## config.mk

```make
export PLATFORM = sky130hd
export DESIGN_NAME = uart_baud_gen
export DESIGN_NICKNAME = d
export VERILOG_FILES = /design/src/rtl/uart_baud_gen.sv
export SDC_FILE = /design/constraint.sdc
export NUM_CORES = 1
export LEC_CHECK = 0
export CAP_MARGIN = 20
export CORE_MARGIN = 2
export CORE_UTILIZATION = 40
export CTS_BUF_LIST = sky130_fd_sc_hd__clkbuf_4 sky130_fd_sc_hd__clkbuf_8
export DETAILED_ROUTE_END_ITERATION = 6
export PLACE_DENSITY = 0.61
export SYNTH_ARGS = -nofsm -noshare
export SYNTH_HDL_FRONTEND = slang
export SYNTH_SLANG_ARGS = --single-unit
```

## constraint.sdc

```tcl
create_clock -name clk50m -period 5.5 [get_ports clk50m]
set_clock_uncertainty 0.2 [all_clocks]
set_input_delay 0.825 -clock clk50m [delete_from_list [all_inputs] [get_ports clk50m]]
set_output_delay 0.825 -clock clk50m [all_outputs]
set_load 0.02 [all_outputs]
```

## src/rtl/uart_baud_gen.sv

```systemverilog
// Fractional-N UART baud generator with oversample, mid-bit and bit strobes.
// Divisor loads are staged and applied on a period boundary.
module uart_baud_gen #(
  parameter int CLK_HZ     = 50000000,
  parameter int OVERSAMPLE = 16,
  parameter int DIV_W      = 16,
  parameter int FRAC_W     = 8,
  parameter int DEF_INT    = 325,
  parameter int DEF_FRAC   = 133
) (
  input  logic              clk50m,
  input  logic              reset,
  input  logic              enable,
  input  logic              div_load,
  input  logic [DIV_W-1:0]  div_int,
  input  logic [FRAC_W-1:0] div_frac,
  input  logic              resync,
  output logic              tick_os,
  output logic              tick_mid,
  output logic              tick_bit,
  output logic              clk_uart,
  output logic              div_pend,
  output logic              div_err
);

  localparam int OS_W = $clog2(OVERSAMPLE);
  localparam logic [DIV_W:0] CNT1 = 1;
  localparam logic [OS_W-1:0] OS1 = 1;
  localparam logic [OS_W-1:0] OS_MID = OS_W'(OVERSAMPLE / 2 - 1);
  localparam logic [OS_W-1:0] OS_END = OS_W'(OVERSAMPLE - 1);

  if (OVERSAMPLE < 4 || (OVERSAMPLE & (OVERSAMPLE - 1)) != 0
      || CLK_HZ <= 0) begin : g_bad_param
    $error("uart_baud_gen: bad OVERSAMPLE or CLK_HZ");
  end

  logic [DIV_W:0]    cnt;
  logic [DIV_W-1:0]  div_i;
  logic [DIV_W-1:0]  pend_i;
  logic [FRAC_W-1:0] div_f;
  logic [FRAC_W-1:0] pend_f;
  logic [FRAC_W-1:0] acc;
  logic [OS_W-1:0]   os_cnt;
  logic              pend;
  logic              err_q;
  logic              clk_q;

  logic [FRAC_W:0] acc_sum;
  logic [DIV_W:0]  len;
  logic            load_ok;
  logic            apply;

  // cnt runs 1..len within a period; 0 only while idle
  assign acc_sum = {1'b0, acc} + {1'b0, div_f};
  assign len     = {1'b0, div_i} + {{DIV_W{1'b0}}, acc_sum[FRAC_W]};
  assign tick_os = (cnt == len);
  assign load_ok = div_load && (div_int >= DIV_W'(2));
  assign apply   = pend && (!enable || resync || tick_os);

  assign tick_mid = tick_os && (os_cnt == OS_MID);
  assign tick_bit = tick_os && (os_cnt == OS_END);
  assign clk_uart = clk_q;
  assign div_pend = pend;
  assign div_err  = err_q;

  always_ff @(posedge clk50m or posedge reset) begin
    if (reset) begin
      cnt    <= '0;
      acc    <= '0;
      os_cnt <= '0;
      clk_q  <= 1'b0;
      err_q  <= 1'b0;
      pend   <= 1'b0;
      pend_i <= '0;
      pend_f <= '0;
      div_i  <= DIV_W'(DEF_INT);
      div_f  <= FRAC_W'(DEF_FRAC);
    end else begin
      err_q <= div_load && !load_ok;

      if (!enable) begin
        cnt    <= '0;
        acc    <= '0;
        os_cnt <= '0;
        clk_q  <= 1'b0;
      end else if (resync) begin
        cnt    <= CNT1;
        acc    <= '0;
        os_cnt <= '0;
      end else if (tick_os) begin
        cnt    <= CNT1;
        acc    <= pend ? '0 : acc_sum[FRAC_W-1:0];
        os_cnt <= os_cnt + OS1;
        clk_q  <= ~clk_q;
      end else begin
        cnt <= cnt + CNT1;
      end

      if (apply) begin
        div_i <= pend_i;
        div_f <= pend_f;
        pend  <= 1'b0;
      end

      // a load in the apply cycle stays pending (last wins)
      if (load_ok) begin
        pend_i <= div_int;
        pend_f <= div_frac;
        pend   <= 1'b1;
      end
    end
  end

endmodule

```

; Yosys cells after proc, flatten, opt, wreduce, memory -nomap -nowiden
; Index checks and enable logic that the tools add are counted.
[word_totals]
ram_bits = 0
register_bits = 80
inputBits = 29
memories = 0
latch_bits = 0
romBits = 0
word_cells = 48
[classes]
shifts = 0
multipliers = 0
magnitude_cmp = 1
add_sub_neg = 4
mux = 15
n_reduce_logical = 11
n_div = 0
n_bitwise = 1
n_eq_ne = 6
[ops]
columns = operator, count
row1 = 17-bit two-way mux, 3
row2 = 8-bit two-way mux, 4
row3 = 16-bit by 1-bit adder with 17-bit output, 1
row4 = 17-bit by 1-bit adder with 17-bit output (second input constant), 1
row5 = 17-bit == test, 1
row6 = 16-bit by 2-bit >= comparator with 1-bit output (second input constant), 1
row7 = 4-bit two-way mux, 3
row8 = 8-bit by 8-bit adder with 9-bit output, 1
row9 = 1-bit logical AND, 5
row10 = 1-bit two-way mux, 5
row11 = 4-bit by 1-bit adder with 4-bit output (second input constant), 1
row12 = 4-bit by 3-bit == test with 1-bit output (second input constant), 1
row13 = 4-bit == test (second input constant), 1
row14 = 3-bit by 1-bit inequality test with 1-bit output (second input constant), 1
row15 = 1-bit zero test, 2
row16 = 1-bit logical OR, 2
row17 = 2-bit by 1-bit inequality test with 1-bit output (second input constant), 1
row18 = 2-bit inequality test (second input constant), 1
row19 = 2-bit AND reduction, 1
row20 = 2-bit nonzero test, 1
row21 = 1-bit inverter, 1

; Depth between registers and ports, before layout
[depth]
depth_word = 7
depth_mapped = 21
ltp_nobuf = 19

; Least setup slack after synthesis
; Ideal clock, no wire load.
[synth_path]
path_type = register -> output
from = register div_f[0]
to = output tick_bit
slack_ps = 391
path_stages_with_launch = 22
n_path_buf = 2
arrival_ps = 4084
cell_sequence = dfstp_2 > ha_1 > inv_1 > fa_1 > nor2b_1 > o21ai_0 > a21oi_1 > o21ai_0 > nand2b_1 > a21o_1 > a21o_1 > ha_1 > ha_1 > nand3_1 > nor4_1 > xor2_1 > nor4_1 > nor4b_2 > buf_2 > buf_4 > nand3_1 > nor2_1
[synth_between]
elab_chain_len = 4
[synth_lines]
columns = element, line_no
row1 = from (decl), 40  ; logic [FRAC_W-1:0] div_f;
row2 = from (signal assigned), 77  ; div_f <= FRAC_W'(DEF_FRAC);
row3 = from (signal assigned), 101  ; div_f <= pend_f;
row4 = 8-bit by 8-bit adder with 9-bit output, 54  ; assign acc_sum = {1'b0, acc} + {1'b0, div_f};
row5 = 16-bit by 1-bit adder with 17-bit output, 55  ; assign len = {1'b0, div_i} + {{DIV_W{1'b0}}, acc_sum[FRAC_W]};
row6 = 17-bit == test, 56  ; assign tick_os = (cnt == len);
row7 = 1-bit logical AND, 61  ; assign tick_bit = tick_os && (os_cnt == OS_END);
row8 = to (decl), 20  ; output logic tick_bit,
; No other way between the ends.

; Final worst setup path
; Same ends and word-level chain as after synthesis.

==> flow_metrics.py <==
metrics = {
    "setup_path": {
        "worst_setup_path_endpoint": "tick_bit",
        "arrival_ns": 4.25,
        "crit_path_start": "div_f[0]",
        "path_class": "register to output port",
        "rr_endpoint": "div_i[12]",
        "reg_to_reg_critical_path_startpoint": "div_f[0]",
        "timing.critical_path.to_type": "output port",
        "r2r.worst_path.cells": 22,
        "rrSetupSlack_ns": 0.38,
        "worst-endpoint-required_ns": 4.47,
        "worst_setup_path_start_kind": "register",
        "crit_path_max_fanout": 3,
    },
    "sta": {
        "fin_tns_setup_ns": 0,
        "final_min_period_over_clock_period": 0.960,
        "setup_viol": 0,
        "finalMaxSlewViolations": 0,
        "rsz0062_at_grt": "yes",
        "period_needed_ns": 5.28,
        "worst_slew_margin_relative_to_its_limit": 0.492,
        "hold_violations_final": 0,
        "maxClockFrequency_ghz": 0.189,
        "transition_at_the_pin_with_the_smallest_max_transition_slack_ns": 0.763,
    },
    "yosys": {
        "post_synth_inst_count": 372,
        "avg_synthesized_cell_area_um2": 11.2,
        "yosys.cell_types.count": 50,
        "ys.warnings.count": 0,
        "asyncSetResetFlopFracSynth": 1.00,
        "synth-seq-area-share": 0.484,
        "area_share_of_the_largest_cell_type_after_synthesis": 0.439,
        "yosys_most_used_dff": "sky130_fd_sc_hd__dfrtp_1",
        "synthTopCellsByCount": "sky130_fd_sc_hd__dfrtp_1, sky130_fd_sc_hd__xnor2_1, sky130_fd_sc_hd__mux2_1, sky130_fd_sc_hd__mux2_2, sky130_fd_sc_hd__nor2_1",
        "yosys_register_bits": 80,
        "post_synth_instance_area_um2": 4160,
        "synth_top_cells_by_area": "sky130_fd_sc_hd__dfrtp_1, sky130_fd_sc_hd__mux2_1, sky130_fd_sc_hd__mux2_2",
        "netlist.top_cell.by_area": "sky130_fd_sc_hd__dfrtp_1",
        "synth_fp_nets": 414,
        "yosys.cell_count.top_type": "sky130_fd_sc_hd__dfrtp_1",
        "synth_enable_flop_cells": 0,
    },
    "cts": {
        "cts_num_sinks": 80,
        "cts_root_buffer": "sky130_fd_sc_hd__clkbuf_8",
        "cts-buffers-inserted": 9,
        "h-tree-depth": 3,
        "clock_tree.buffer_depth": 2,
        "clock_pin_slew_of_the_registers_on_the_worst_case_setup_and_hold_paths_ns": 0.08,
        "clock_tree_from_tritoncts": "done",
        "clk_latency_ns": 0.36,
    },
    "grt": {
        "first_global_vias": 2861,
        "antenna_found_initial": 0,
        "first_pass_grt_wire_length_mm": 13.9,
        "largest_net_degree_at_the_start_of_global_routing": 62,
        "grt_use_total": 0.156,
        "globalRouteOverflowTotal": 0,
    },
    "detailed_routing": {
        "starting_drt_drc_count": 108,
        "met3WireLength_um": 199,
        "antenna_violating_nets_post_route": 0,
        "totalWireLength_mm": 8.03,
        "dr_wl_met2_mm": 3.52,
        "route.detailed.wl_per_inst_um": 14.6,
        "routedLengthMet1_mm": 4.12,
        "post-route-drc-count": 0,
        "vias_after_detailed_routing": 2832,
        "routed.top_layer": "met4",
        "drt-pass1-iter-count": 7,
        "via_per_inst": 5.16,
    },
    "hold_path": {
        "holdCritPathClass": "register to register",
        "min_path_cells": 1,
    },
    "layout": {
        "antenna-diode-count": 0,
        "flow.area_growth_from_synthesis_pct": 20.9,
        "finalNetCount": 450,
        "instances_no_fill": 549,
        "share_of_cells_above_drive_strength_1": 0.213,
    },
    "run": {
        "drv.max_cap_violation_count": 0,
    },
    "pwr": {
        "total_leakage_power_nw": 2.04,
        "ir_drop_mv": 0.163,
        "powerDensity_nw_per_um2": 259,
    },
    "floorplan": {
        "number_of_primary_i_o_pins": 35,
        "start_util": 0.408,
        "die_area_um2": 11200,
        "core_area_um2": 10200,
        "floorplan_row_count": 37,
        "die_h_um": 106,
        "die_width_um": 106,
    },
    "place": {
        "gp_congestion": 0.839,
        "place_hpwl_mm": 5.60,
        "numPortBuffers": 34,
        "placedCellCount": 530,
    },
    "outcome": {
        "status": "completed",
    },
}
## how the worst min path moves through the flow
stage / from / end / slack, ns
2_1_floorplan: pend_f[1] / div_f[1] / 0.26
3_3_place_gp: pend_f[4] / div_f[4] / 0.27
3_5_place_dp: pend_f[3] / div_f[3] / 0.28
4_1_cts: pend_f[3] / div_f[3] / 0.30
5_1_grt: pend_i[5] / div_i[5] / 0.31
6_report: pend_f[4] / div_f[4] / 0.29
## timing repair
item	4_1_cts	5_1_grt
setup buffers	2	1
pin swaps	5	17
endpoints found under the setup margin	3	27
resized for setup	26	30
hold buffers	0	0
## where the power goes
part | leakage [nW] | internal, mW | total [mW] | switching [mW]
Combinational | 0.954 | 0.111 | 0.209 | 0.0977
Sequential | 0.996 | 0.648 | 0.707 | 0.0583
Clock | 0.0901 | 0.174 | 0.386 | 0.212
## routing by layer
metal,vias up,track usage
met1,1407,0.227
li1,1371,-
met4,0,0.0733
met2,41,0.229
met5,-,0
met3,13,0.0251
## state kept, by name, indices dropped and copies added, names as in the netlist, 4 cells and up
name	count
acc	8
cnt	17
div_f	8
div_i	16
os_cnt	4
pend_f	8
pend_i	16
## cells in the final DEF, fill, tap and decap left out, drive strengths merged, types with 13 or more instances in the layout
cell type	n
buf	13
clkdlybuf4s50	31
dfrtp	73
inv	17
mux2	48
nand3	15
nor2	23
nor3	21
xnor2	26
xor2	18
## per-stage QoR
| step | setup slack (ns) | instance area [um2] | hold slack, ns | power [mW] | util |
|---|---|---|---|---|---|
| 2_1_floorplan | 0.391 | 4160 | 0.260 | 0.843 | - |
| 3_3_place_gp | 0.123 | 4620 | 0.271 | 0.899 | 0.454 |
| 3_5_place_dp | -0.0740 | 4640 | 0.276 | 0.907 | 0.455 |
| 4_1_cts | 0.0104 | 4900 | 0.296 | 1.31 | 0.481 |
| 5_1_grt | -0.0698 | 5030 | 0.313 | 1.37 | 0.494 |
| 6_report | 0.220 | 5030 | 0.292 | 1.30 | 0.494 |
## kinds of logic (layout without fill, tap and decap cells)
family                     count (synthesis)  count (layout)  share of synthesized area
and+or+nand+nor                          109             109                      0.139
DFF                                       80              80                      0.484
buffers and inverters                     37              78                     0.0403
AOI/OAI and AO/OA                         33              33                     0.0542
muxes                                     55              55                      0.147
adders and majority gates                 14              14                     0.0433
xor gates and xnor gates                  44              44                     0.0927
## worst max-delay path: stages, from the launching register on
cell and delay, ns:
sky130_fd_sc_hd__dfstp_2 0.56, sky130_fd_sc_hd__ha_4 0.14, sky130_fd_sc_hd__inv_2 0.04, sky130_fd_sc_hd__fa_2 0.38, sky130_fd_sc_hd__nor2b_4 0.14, sky130_fd_sc_hd__o21ai_2 0.08, sky130_fd_sc_hd__a21oi_2 0.17, sky130_fd_sc_hd__o21ai_1 0.09
sky130_fd_sc_hd__nand2b_1 0.11, sky130_fd_sc_hd__a21o_1 0.11, sky130_fd_sc_hd__a21o_1 0.15, sky130_fd_sc_hd__ha_4 0.18, sky130_fd_sc_hd__nand4_1 0.18, sky130_fd_sc_hd__or3_4 0.44, sky130_fd_sc_hd__a211oi_2 0.19, sky130_fd_sc_hd__o21ai_2 0.12
sky130_fd_sc_hd__nor4b_4 0.34, sky130_fd_sc_hd__buf_4 0.18, sky130_fd_sc_hd__nand3_4 0.08, sky130_fd_sc_hd__nor2_2 0.09, sky130_fd_sc_hd__buf_4 0.14
## area by class of cell
class	count	area, um2
fillers	955	5160
multi-input cells	255	2180
flip-flops and latches	80	2010
repair buffers	44	424
well taps	136	170
clock buffers	11	139
inverters	18	68.8
clock inverters	5	35.0
Power figures use the tool's default switching activity.
==> variant 1, RTL diff (same flow settings) <==
Make the reset (`reset`) synchronous in one clocked block.
--- a/src/rtl/uart_baud_gen.sv
+++ b/src/rtl/uart_baud_gen.sv
@@ -63,7 +63,7 @@
   assign div_pend = pend;
   assign div_err  = err_q;
 
-  always_ff @(posedge clk50m or posedge reset) begin
+  always_ff @(posedge clk50m) begin
     if (reset) begin
       cnt    <= '0;
       acc    <= '0;
Function: differs if reset is asserted again (counterexample within 4 cycles, from zero or initial values and one cycle with reset high); with reset held inactive, the same outputs for 10 cycles.
==> variant 1 against the unedited design <==
  * Die area down 1.5%
  * Sequential cell count stayed put
  * Wire length up 6.2%
  * Via count increased by 14%
  * Non-clock buffer count fell by 2
  * Final area decreased by 4.5%
  * Worst setup slack gained 0.054 ns
  * Synthesized area is 1.5% lower
  * Utilization shrank 0.68 points
Power is not compared: it rests on default switching activity, and its combinational part moved more than twofold at a synthesized area within 25%.
==> variant 1: results (changes against the unedited design) <==
post-DP HPWL 5910 µm (+5.7%); Synth Area in XOR/XNOR 9.20% (-0.069 points); Syn Nets 524 (+27%); Primary FF master, synth dfxtp_1; Least-Margin Pin Slew 0.829 ns (+0.0661 ns); routability cong. 0.872 (+3.8%); Adder-Cell Fraction of Synth Area 4.16% (-0.18 points); first-pass GRT wire length 14,100 µm (+1.2%); synth top area cells dfxtp_1 (39%), mux2i_1 (6.4%), nand2_1 (6.3%); largest net degree at the start of global routing 76 (+23%); fraction of layout cells with a size suffix above 1 9.78% (-12 points); mux cell area share after synthesis 6.36% (-8.3 points); Total GRT Usage 15.5% (-0.12 points); status completed; Place WS 0.0464 ns (+0.120 ns); Slowest-stage cell, CP fa_2; crit-path max FO 6 (+3); wire length per cell 13.2 µm (-9.5%); Fill cells 1,001 (+4.8%); number of iterations in the first detailed-routing pass 4 (-3); complex-gate fraction of the synthesized area 9.96% (+4.5 points); Cell variety after synth 45 (-10%); Total Nets Final 548 (+22%); number of vias per cell 5.01 (-2.9%); critical path's largest stage delay 0.39 ns (-0.17 ns); number of global-route vias before repair 2,966 (+3.7%); Synth async-reset ratio 0% (-100 points)
-- variant 1: cell count changes in the layout (fill, tap and decap cells not counted), sizes merged, moves of 5 or more --
cell    before  now
dfrtp       73    0
nor3        21    4
nand3       15   21
mux2        48    0
dfstp        7    0
mux2i        7   26
nand2b       4   37
nand2       11   69
nand4        7   12
nor2        23   38
dfxtp        0   80
a21oi        8   37
-- variant 1: what timing repair did --
action / CTS / global route
pin swaps: 0 / 10
setup buffers: 0 / 2
setup endpoints to repair: 3 / 3
gates resized for setup: 10 / 25
-- variant 1: tightest hold or removal path: cells and delay by family, from the launching register on --
family	cells	cell delay [ns]
flip-flops	1	0.32
AND/OR/NAND/NOR	1	0.05
AO/OA/AOI/OAI	1	0.05
-- variant 1: logic make-up (layout without fill, tap and decap cells) --
group,count (synthesis),after routing
AOI/OAI and AO/OA,66,66
xor gates and xnor gates,43,43
adders and majority gates,13,13
muxes,26,26
DFF,80,80
and+or+nand+nor,215,215
buffers and inverters,39,68
-- variant 1: per-stage QoR --
stage          instance area [µm²]  utilization (%)  setup TNS, ns  hold WS [ns]  cells
2_1_floorplan                 4090                -              0         0.236    482
3_3_place_gp                  4480             45.5              0         0.243    626
3_5_place_dp                  4480             45.5              0         0.247    626
4_1_cts                       4710             47.8              0         0.261    642
5_1_grt                       4800             48.7        -0.0916         0.272    644
6_report                      4800             48.7              0         0.259    644
-- variant 1: final cells by class --
type                            instances  share of cell area, %
Multi-Input combinational cell        363                   49.6
Sequential cell                        80                   33.4
Timing Repair Buffer                   42                   8.03
Tap cell                              133                   3.47
Clock buffer                            9                   2.58
Clock inverter                          7                   2.11
Inverter                               10                  0.782
-- variant 1: final timing paths --
check / to / slack (ns) / cells after the start / start
worst max-delay path: tick_mid / 0.27 / 20 / div_f[0]
worst min-delay path: pend_f[0] / 0.26 / 2 / pend_f[0]
worst max register to register: div_i[2] / 0.72 / 22 / div_f[0]
worst min register to register: pend_f[0] / 0.26 / 2 / pend_f[0]
-- variant 1: per-layer routing --
metal | vias to the layer above | GRT usage, % | share of wire (%)
li1 | 1686 | - | -
met1 | 1479 | 22.4 | 51
met2 | 56 | 22.9 | 45
met3 | 4 | 2.74 | 3.2
met4 | 0 | 5.71 | 0.75
met5 | - | 0 | 0
-- variant 1: power by group --
part | total [mW] | leakage, nW | internal (mW) | switching [mW]
Sequential | 0.612 | 0.652 | 0.596 | 0.0156
Combinational | 0.0932 | 1.00 | 0.0476 | 0.0456
Clock | 0.489 | 0.112 | 0.261 | 0.227
Total | 1.19 | 1.77 | 0.905 | 0.289
==> variant 2, RTL diff (same settings) <==
Without the edit above. Set the parameter `DEF_INT` to 256 (it was 325).
--- a/src/rtl/uart_baud_gen.sv
+++ b/src/rtl/uart_baud_gen.sv
@@ -5,7 +5,7 @@
   parameter int OVERSAMPLE = 16,
   parameter int DIV_W      = 16,
   parameter int FRAC_W     = 8,
-  parameter int DEF_INT    = 325,
+  parameter int DEF_INT    = 256,
   parameter int DEF_FRAC   = 133
 ) (
   input  logic              clk50m,
Formal check against the unedited RTL: same outputs for any inputs over 10 cycles, from zero or initial values and one cycle with reset high; that may be too few to reach the edited logic, so the function may still have changed.
==> variant 2 against the unedited design <==
  * Fmax about the same
  * Count of clock-buffer cells in the layout down 1
  * Wire length about the same
  * Worst setup slack better by 0.0040 ns
  * Hold slack better by 0.0028 ns
  * Clock power up 25%
  * Final area down 0.27%
  * Highest routed layer unchanged
  * Synthesized area about the same
  * Non-clock buffer count up 2
  * Total power up 6.7%
  * Largest cell class unchanged
  * Sequential cell count unchanged
  * Sequential share of layout area about the same
==> variant 2: results (changes against the unedited design) <==
status completed; largest net degree at the start of global routing 48 (-23%); via count 2,829 (-0.11%); Seq/Total Area, Yosys 48.3% (about the same); EDFF count, synth 0 (unchanged); Max VDD drop 0.133 mV (-18%); CTS Buf Count 9 (unchanged); Relative slew margins 45.1% (-4.0 points); synth top area cells dfrtp_1 (46%), mux2_1 (6.5%), mux2_2 (6.5%); Leak Pwr 2.04 nW (about the same); postcts setup bufs 4 (+2); Slowest-stage cell, CP dfstp_2; Iteration-0 DRC Markers 86 (-20%); Antenna Cells 0 (unchanged); wire length per cell 14.6 µm (-0.34%); routability cong. 0.831 (-1.0%); CTS root buf clkbuf_8; Global Route met1 Usage 22.7% (+0.031 points); first-pass GRT wire length 13,900 µm (-0.24%); dpl cell area 4630 µm² (about the same); CTS resizes 20 (-23%); Post-Syn Area per Cell 11.2 µm² (about the same); initial antenna violation count 0 (unchanged); Buffers on Ports 34 (unchanged); CP delay by family, top compound AO/OA/AOI/OAI gates; Syn Nets 414 (unchanged); placed cells 530 (unchanged); Cell variety after synth 50 (unchanged); fraction of layout cells with a size suffix above 1 19.8% (-1.5 points); Metal-1 WL 4140 µm (+0.53%); Synth Area in XOR/XNOR 9.28% (about the same); Total Nets Final 452 (+0.44%); Fill cells 932 (-2.4%); biggest regs cnt x17, div_i x16, pend_i x16; Adder-Cell Fraction of Synth Area 4.34% (about the same); Worst-Skew Late Latency 0.35 ns; HP Class reg -> reg; WL met2 3540 µm (+0.48%); routed wl met3 227 µm (+14%); Synthesis Warnings 0 (unchanged); Place WS -0.0841 ns (-0.0101 ns); critical path's largest stage delay 0.54 ns (-0.02 ns); complex-gate fraction of the synthesized area 5.42% (about the same); multi-input logic area 2110 µm² (-3.4%); Total GRT Usage 15.5% (-0.15 points); met2 usage 23.2% (+0.32 points); Synth top cells by count dfrtp_1 (76), xnor2_1 (26), mux2_1 (24), mux2_2 (24), nor2_1 (23); Synth top area share 45.8% (+1.8 points); Synth async-reset ratio 100% (unchanged); GR Layer Usage met3 3.00% (+0.49 points); final wirelength 8030 µm (about the same); number of iterations in the first detailed-routing pass 4 (-3); CP arrival 4.25 ns (about the same); mux cell area share after synthesis 14.7% (about the same); post-DP HPWL 5590 µm (-0.14%)
[variant 2: final timing paths]
check / endpoint / slack (ns) / startpoint / depth (start not counted)
min reg2reg: div_f[1] / 0.29 / pend_f[1] / 1
max: tick_os / 0.22 / div_f[0] / 19
max reg2reg: div_i[2] / 0.31 / div_f[0] / 22
min in group asynchronous: pend_i[13] / 0.73 / reset / 2
min: div_f[1] / 0.29 / pend_f[1] / 1
max in group asynchronous: div_i[3] / 3.43 / reset / 3
[variant 2: area by class of cell]
type / count / area share, %
clock inverter: 6 / 1.85
timing repair buffer: 46 / 8.73
tap: 136 / 3.39
sequential: 80 / 40.0
clock buffer: 10 / 2.62
inverter: 18 / 1.37
multi-input combinational: 255 / 42.0
[variant 2: power breakdown]
part           internal (mW)  switching, mW  total [mW]
registers              0.645         0.0577       0.702
clock network          0.263          0.219       0.482
logic                  0.110         0.0943       0.204
total                   1.02          0.371        1.39
